===== src/rtl/param_sync_fifo.sv =====
// Parametrised single-clock FIFO with almost-full/empty thresholds, optional
// first-word-fall-through read mode and sticky overflow/underflow flags.
module param_sync_fifo #(
   parameter int unsigned WIDTH     = 8,
   parameter int unsigned DEPTH     = 16,
   parameter int unsigned AF_THRESH = 12,
   parameter int unsigned AE_THRESH = 2,
   parameter int unsigned FWFT      = 0,
   localparam int unsigned PW       = $clog2(DEPTH),
   localparam int unsigned CW       = $clog2(DEPTH + 1)
) (
   input  logic             clk,
   input  logic             reset,
   input  logic             wr_en,
   input  logic [WIDTH-1:0] wr_data,
   input  logic             rd_en,
   output logic [WIDTH-1:0] rd_data,
   output logic             rd_valid,
   output logic             full,
   output logic             empty,
   output logic             almost_full,
   output logic             almost_empty,
   output logic [CW-1:0]    count,
   output logic             overflow,
   output logic             underflow,
   input  logic             clr_err
);

   localparam logic [CW-1:0] DEPTH_C = CW'(DEPTH);
   localparam logic [CW-1:0] AF_C    = CW'(AF_THRESH);
   localparam logic [CW-1:0] AE_C    = CW'(AE_THRESH);

   logic [WIDTH-1:0] mem [DEPTH];
   logic [PW-1:0]    wr_ptr_q, rd_ptr_q;
   logic [CW-1:0]    count_q, count_d;
   logic             overflow_q, overflow_d;
   logic             underflow_q, underflow_d;
   logic             wr_acc, rd_acc;

   assign full         = (count_q == DEPTH_C);
   assign empty        = (count_q == '0);
   assign almost_full  = (count_q >= AF_C);
   assign almost_empty = (count_q <= AE_C);
   assign count        = count_q;
   assign overflow     = overflow_q;
   assign underflow    = underflow_q;

   // Acceptance is judged on the pre-edge occupancy only.
   assign wr_acc = wr_en && !full;
   assign rd_acc = rd_en && !empty;

   always_comb begin
      count_d = count_q;
      unique case ({wr_acc, rd_acc})
         2'b10:   count_d = count_q + CW'(1);
         2'b01:   count_d = count_q - CW'(1);
         default: count_d = count_q;
      endcase
      // A new error event wins over a simultaneous clear.
      overflow_d  = (wr_en && full)  ? 1'b1 : (clr_err ? 1'b0 : overflow_q);
      underflow_d = (rd_en && empty) ? 1'b1 : (clr_err ? 1'b0 : underflow_q);
   end

   always_ff @(posedge clk) begin
      if (wr_acc) mem[wr_ptr_q] <= wr_data;
   end

   always_ff @(posedge clk or negedge reset) begin
      if (!reset) begin
         wr_ptr_q    <= '0;
         rd_ptr_q    <= '0;
         count_q     <= '0;
         overflow_q  <= 1'b0;
         underflow_q <= 1'b0;
      end else begin
         if (wr_acc) wr_ptr_q <= wr_ptr_q + PW'(1);
         if (rd_acc) rd_ptr_q <= rd_ptr_q + PW'(1);
         count_q     <= count_d;
         overflow_q  <= overflow_d;
         underflow_q <= underflow_d;
      end
   end

   generate
      if (FWFT != 0) begin : g_fwft
         assign rd_data  = empty ? '0 : mem[rd_ptr_q];
         assign rd_valid = !empty;
      end else begin : g_std
         logic [WIDTH-1:0] rd_data_q;
         logic             rd_valid_q;

         always_ff @(posedge clk or negedge reset) begin
            if (!reset) begin
               rd_data_q  <= '0;
               rd_valid_q <= 1'b0;
            end else begin
               rd_valid_q <= rd_acc;
               if (rd_acc) rd_data_q <= mem[rd_ptr_q];
            end
         end

         assign rd_data  = rd_data_q;
         assign rd_valid = rd_valid_q;
      end
   endgenerate

endmodule


===== config.mk =====
export PLATFORM = sky130hd
export DESIGN_NAME = param_sync_fifo
export DESIGN_NICKNAME = d
export VERILOG_FILES = /design/src/rtl/param_sync_fifo.sv
export SDC_FILE = /design/constraint.sdc
export NUM_CORES = 1
export LEC_CHECK = 0
export CAP_MARGIN = 5
export CORE_ASPECT_RATIO = 1.4
export CORE_UTILIZATION = 25
export CTS_CLUSTER_DIAMETER = 120
export DETAILED_ROUTE_END_ITERATION = 10
export DONT_BUFFER_PORTS = 1
export GPL_ROUTABILITY_DRIVEN = 0
export SKIP_CTS_REPAIR_TIMING = 1
export SYNTH_ARGS = -nofsm -noshare
export SYNTH_HDL_FRONTEND = slang
export SYNTH_SLANG_ARGS = --single-unit

===== constraint.sdc =====
create_clock -name clk -period 3 [get_ports clk]
set_input_delay 0.6 -clock clk [delete_from_list [all_inputs] [get_ports clk]]
set_output_delay 0.6 -clock clk [all_outputs]
set_load 0.005 [all_outputs]

# After elaboration in Yosys (flattened, before gate mapping)
# Memories as Yosys holds them, arrays and structs flattened. A register that Yosys moved wholly into a read port is not among the register bits.
# Index checks and enable logic that the tools add are counted.
dict set report op_classes {
  bitwise_logic 0
  multipliers 0
  n_div 0
  eq_ne 3
  addsub 4
  shift 0
  n_mux 6
  magnitude_cmp 2
  reduce_logical 11
}
# op count
set op_table {}
lappend op_table {{$pmux W5 S2} 1}
lappend op_table {{$add A4 B1 Y4 const B} 2}
lappend op_table {{$reduce_bool A2 Y1} 3}
lappend op_table {{$add A5 B1 Y5 const B} 1}
lappend op_table {{$eq A5 B5 Y1 const B} 1}
lappend op_table {{$ge A5 B4 Y1 const B} 1}
lappend op_table {{$le A5 B2 Y1 const B} 1}
lappend op_table {{$logic_not A5 Y1} 1}
lappend op_table {{$mux W1} 5}
lappend op_table {{$sub A5 B1 Y5 const B} 1}
lappend op_table {{$logic_and A1 B1 Y1} 4}
lappend op_table {{$logic_not A1 Y1} 3}
lappend op_table {{$eq A2 B1 Y1 const B} 1}
lappend op_table {{$eq A2 B2 Y1 const B} 1}
dict set report totals {
  romBits 0
  word_cells 33
  memories 1
  input_bits 13
  ff_bits 16
  out_inout_bits 20
  ram_bits 128
  latch_bits 0
}
# memory depth width rd rd_ports_with_merged_regs write_ports line_no
set mem_list {}
lappend mem_list {mem 16 8 1 1 1 33} ;# logic [WIDTH-1:0] mem [DEPTH];

# Depth between registers and ports, before layout
dict set report depth {
  ltp_word 5
  mapped_depth 12
  depth_no_buf 10
}

# Least setup slack after synthesis
# OpenSTA, ideal clock, no wires.
dict set report synth_timing {
  kind {register to register}
  start {reg count_q[1], in the netlist count[1]}
  end {reg count_q[4], in the netlist count[4]}
  path_stages_with_launch 13
  n_path_buf 2
  setup_time_ns 0.105
  arrival_time_ns 2.745
  path_slack_ns 0.150
  cell_sequence {dfrtp_1 -> buf_6 -> or4_4 -> o21ai_2 -> inv_2 -> ha_1 -> clkbuf_1 -> xor2_1 -> ha_1 -> o211a_1 -> o21ai_0 -> o41ai_1 -> nor4b_1}
}
dict set report synth_between {
  elab_chain_cells 5
  word_cells_on_any_way 12
  classes_between {2 x add/sub; 3 x eq/ne; 1 x mux; 6 x reduce/logical}
}
# item line_no
set synth_lines {}
lappend synth_lines {{from (decl)} 35} ;# logic [CW-1:0] count_q, count_d;
lappend synth_lines {{from (signal assigned)} 78} ;# count_q <= count_d;
lappend synth_lines {{$logic_not A5 Y1 (*)} 41} ;# assign empty = (count_q == '0);
lappend synth_lines {{$logic_not A1 Y1 (*)} 50} ;# assign rd_acc = rd_en && !empty;
lappend synth_lines {{$logic_and A1 B1 Y1 (*)} 50}
lappend synth_lines {{net rd_acc} 38} ;# logic wr_acc, rd_acc;
lappend synth_lines {{$eq A2 B1 Y1 or $eq A2 B2 Y1 (tied branches)} 54} ;# unique case ({wr_acc, rd_acc})
lappend synth_lines {{$pmux W5 S2 or $reduce_bool A2 Y1 (tied branches)} n/a}
# Mark *: on every way through the listed nets, which the timed path passes. The rest lies on a longest branch.
# A chain may end at the register's enable or synchronous reset.

# Final worst setup path
# Same ends and word-level chain as after synthesis.

==> out/results.tsv <==
metric	value	unit
outcome	finished, final reports clean	
crit path max fanout	8	
WHS Path Cells	0	
placed cell areas	0.006710	mm^2
Placed Cells incl. Taps	651	
share of cells above drive strength 1	29.33	%
Worst setup EP type	flip-flop	
reg2reg start	count[1]	
min-delay worst type	input port to flip-flop	
worst-skew pair later-pin latency	0.42	ns
drt drc	0	
Mapped Area	0.006211	mm^2
ant diodes	0	
DP HPWL	8459	um
Via density	4.469	
Syn Area/Cell	18.65	um^2
final wirelength	12420	um
final std cells w/o fill	685	
initial antenna violation count	0	
Final Critical Period	2.705	ns
grt ovf	0	
CP max-delay cell	or4_4	
area of the multi-input gates	0.001644	mm^2
CP top delay family	simple AND/OR/NAND/NOR gates	
final setup fails	0	
EDFF count, synth	128	
most common cell in the netlist	edfxtp_1	
clk buf depth	2	
Post-synth top cells	128 x edfxtp_1, 32 x mux4_2, 24 x dfrtp_1, 24 x nand2_1, 18 x nor2_1	
initial drt markers	133	
Yosys cell types	42	
final total negative setup slack	0	ns
register area	0.004446	mm^2
synth warn	0	
die area	0.02549	mm^2
nets	384	
Avg WL per Cell	18.12	um
final slew viol count	0	
Syn Nets	355	
TritonRoute pass-1 iters	4	
Core Area	0.02414	mm^2
cell area power density	942.6	mW/mm^2
H-tree depth	4	
synthesis-to-finish area growth	18.78	%
Area contributors post-synth	edfxtp_1 62%, mux4_2 12%, dfrtp_1 9.7%	
worst hold slack	0.2721	ns
Ports	33	
Worst path max stage delay	0.55	ns
Total GRT Usage	10.46	%
leakage power	2.505	nW
MaxCap Viol Count	0	
Synth Register Bits	152	
Die Width	135.2	um
Reg2Reg Setup Slack	0.30	ns
post-route cell area	0.007377	mm^2
clock-pin slew on the worst setup and hold paths	0.07	ns
Root Buffer	clkbuf_16	
ys async rst share	15.79	%
register area share after synthesis	71.56	%
total CTS buffers	17	
CTS Sinks	152	
row cnt	67	
die span in y	188.5	um
Slew @ Worst Pin	0.9089	ns
via count	3061	
CP arrival	3.02	ns
Initial Util	25.73	%
maximum vdd drop	441.2	uV
Antenna Nets Post-Route	0	
unrepaired setup endpoints after global routing	false	
critical path, cell by cell	or4_4 -> o21ai_2 -> inv_2 -> ha_2 -> xor2_1 -> ha_1 -> o211a_1 -> o21ai_0 -> o41ai_1 -> nor4b_1	
Bufs and invs on worst path	1	
Final Power	6.954	mW
area share of the largest cell type after synthesis	61.89	%
Relative slew margins	39.41	%
# fillers	2354	
f_max	369.7	MHz
largest net degree at the start of global routing	25	
worst min-delay path startpoint	wr_data[2]	
CTS tree	built	
biggest area consumer among synthesized cells	edfxtp_1	
critical path launch point type	flip-flop	
logic depth of the worst register-to-register path	10	
vias in the first global route	3296	
cells after synthesis	333	
first-pass GRT wire length	19010	um
CP required	3.31	ns
Crit Reg-Reg Endpoint	count[4]	
Final Hold Viols	0	
Synth Flop Type	edfxtp_1	
clock skew	0.008346	ns
final critical-path share of the clock period	90.16	%
Setup CP Type	flip-flop to flip-flop	
Hold Path End	mem[6][2]	
I/O Buffers	0	
-- kinds of logic after synthesis --
logic type / after synthesis / share of synthesized area [%]
buffers and inverters: 26 / 2.115
muxes: 49 / 14.36
adders and majority gates: 9 / 1.813
DFF: 152 / 71.56
and+or+nand+nor: 63 / 4.936
AOI/OAI and AO/OA: 25 / 3.949
xor gates and xnor gates: 9 / 1.269
-- sequential cells by signal, indices dropped and copies added (netlist names) --
name	count
count	5
rd_valid	1
wr_ptr_q	4
underflow	1
rd_ptr_q	4
mem	128
overflow	1
rd_data	8
-- worst register-to-register path: cells and delay by family (launching register included) --
family | cells | cell delay [ns]
AOI/OAI and AO/OA | 4 | 0.68
xor gates and xnor gates | 1 | 0.15
and+or+nand+nor | 2 | 0.83
DFF | 1 | 0.37
buffers and inverters | 1 | 0.13
adders and majority gates | 2 | 0.44
-- layout make-up --
cell class / instances / share of cell area [%]
Tap cell: 310 / 5.258
Inverter: 7 / 0.3562
Timing Repair Buffer: 29 / 3.324
Multi-Input combinational cell: 155 / 22.29
Sequential cell: 152 / 60.26
Clock buffer: 17 / 5.767
Clock inverter: 15 / 2.748
-- report_power, final --
| part | switching, mW | leakage (nW) | internal, mW |
|---|---|---|---|
| combinational | 0.878 | 0.755 | 0.896 |
| clock | 0.898 | 0.303 | 1.35 |
| sequential | 0.320 | 1.45 | 2.62 |
-- layer usage --
layer  share of wire [%]  up-vias  GRT usage, %
met5                   0        -             0
met1                  38     1610         10.82
li1                    -     1373             -
met3                 4.0       17         3.013
met4                 2.1        0         5.488
met2                  55       61         18.82
-- metrics by stage --
stage               setup WS (ns)  utilization, %
floorplan                  0.1499               -
finish                     0.2953           30.56
global placement           0.2837           27.79
global route              0.07774           30.56
CTS                        0.1891           30.39
detailed placement         0.2191           27.79
-- placed cells by master, fill, tap and decap left out, drive strengths merged, types with 2 or more instances in the layout --
cell type	count
edfxtp	128
nand2	25
nor3	4
xnor2	6
ha	9
clkbuf	17
o221ai	8
clkinvlp	2
nor2b	3
mux2i	16
dfrtp	24
nor2	18
nand4	2
a22o	2
xor2	3
o21ai	5
a21oi	3
inv	16
mux4	32
nand2b	4
bufinv	3
buf	28
-- how the worst max path moves through the flow --
stage / startpoint / to / slack, ns / cells past startpoint
global route: count[1] / count[4] / 0.08 / 10
finish: count[1] / count[4] / 0.30 / 10
global placement: count[1] / count[4] / 0.28 / 10
detailed placement: count[1] / count[4] / 0.22 / 10
floorplan: count[1] / count[4] / 0.15 / 12
CTS: count[1] / count[4] / 0.19 / 10
(Power assumes the default switching activity.)
==> patch (config.mk and constraints unchanged) <==
`FWFT`: 0 -> 1.
--- a/src/rtl/param_sync_fifo.sv
+++ b/src/rtl/param_sync_fifo.sv
@@ -5,7 +5,7 @@
    parameter int unsigned DEPTH     = 16,
    parameter int unsigned AF_THRESH = 12,
    parameter int unsigned AE_THRESH = 2,
-   parameter int unsigned FWFT      = 0,
+   parameter int unsigned FWFT      = 1,
    localparam int unsigned PW       = $clog2(DEPTH),
    localparam int unsigned CW       = $clog2(DEPTH + 1)
 ) (
Check against the original RTL: not equivalent (Yosys sat finds a counterexample within 4 cycles, from zero or initial values and one cycle with reset low).
==> patch against the original RTL <==
Via count down 6.5%. Power down 7.2%. Wire length down 10%. Synthesized area down 3.9%. Global-route usage down 0.52 points. Non-clock buffer count down 4. Design area down 5.5%. Sequential cell count down 9. Hold slack better by 0.011 ns. Critical path depth down 5. Setup slack worse by 0.13 ns. Critical endpoint is now rd_data[5]. Highest routed layer unchanged.
==> patch: results (changes against the original RTL) <==
Parameter                              Value

Run status
  Result of the run ... complete, no violations

Synth
  Main area contributors after synthesis ... sky130_fd_sc_hd__edfxtp_1 (64%), sky130_fd_sc_hd__mux4_2 (8.7%), sky130_fd_sc_hd__dfrtp_1 (6.3%)
  Complex-gate fraction of the synthesized area ... 3.418% (-0.53 points)
  Most instantiated cells after synthesis ... sky130_fd_sc_hd__edfxtp_1 (128), sky130_fd_sc_hd__mux4_2 (23), sky130_fd_sc_hd__nor2_1 (16), sky130_fd_sc_hd__dfrtp_1 (15)
  Async set or reset register ratio after synthesis ... 10.49% (-5.3 points)
  Multiplexer area fraction after synthesis ... 15.87% (+1.5 points)
  Mean instance size in the synthesized netlist ... 18.76 µm² (+0.60%)

Critical path
  Highest net fanout along the worst path ... 9 (+1)
  CP delay by family, top ... multiplexers

Global routing
  Largest net degree at the start of global routing ... 28 (+12%)
  Total routing resource utilization after global routing ... 9.940% (-0.52 points)
  Met2 capacity usage during global routing ... 17.47% (-1.3 points)
  Met1 track demand over resource in global routing ... 10.89% (+0.075 points)

Final layout
  Proportion of layout cells with a drive suffix above 1 ... 24.93% (-4.4 points)
  Number of filler cells placed in the layout ... 2262 (-3.9%)

Timing
  Post-Route Hold Slack ... 0.2833 ns (+0.01121 ns)
  Skew final ... 0.009005 ns (+0.0006584 ns)

Placed design
  Minimum setup slack after placement ... 0.09090 ns (-0.1282 ns)
  Cell count after placement ... 630 (-3.2%)

Routing
  Sum of routed wire segments on met1 ... 4.564 mm (-4.4%)
  Total vias in the final route ... 2861 (-6.5%)
  Drt first-iter violations ... 207 (+56%)
  Routed wire length per instance ... 16.85 µm (-7.0%)
  Wire length on met3 ... 554 µm (+12%)

Power
  VDD IR max ... 498.7 µV (+13%)
-- patch: logic make-up (layout without fill, tap and decap cells) --
group,count (synthesis),after routing
flops,143,143
mux,50,50
simple gates,47,47
compound gates,33,33
buf+inv,26,65
xor+xnor,10,10
fa+ha+maj,9,9
-- patch: power breakdown --
part	switching [mW]	total [mW]	internal, mW
Clock	0.755	1.97	1.22
Sequential	0.234	2.68	2.45
Combinational	0.929	1.80	0.870
Total	1.92	6.45	4.53
-- patch: worst paths after layout --
path,start,endpoint,depth (start not counted)
max,rd_ptr_q[1],rd_data[5],5
min,wr_data[7],mem[2][7],0
max reg2reg,count[1],count[4],10
min reg2reg,overflow,overflow,1
max in group asynchronous,reset,rd_ptr_q[1],1
min in group asynchronous,reset,count[4],1
-- patch: layout make-up --
cell class,instances,share of cell area [%]
Timing Repair Buffer,25,2.729
Tap cell,306,5.494
Clock buffer,21,6.320
Clock inverter,11,1.688
Multi-Input combinational cell,149,22.78
Inverter,8,0.4309
Sequential cell,143,60.56
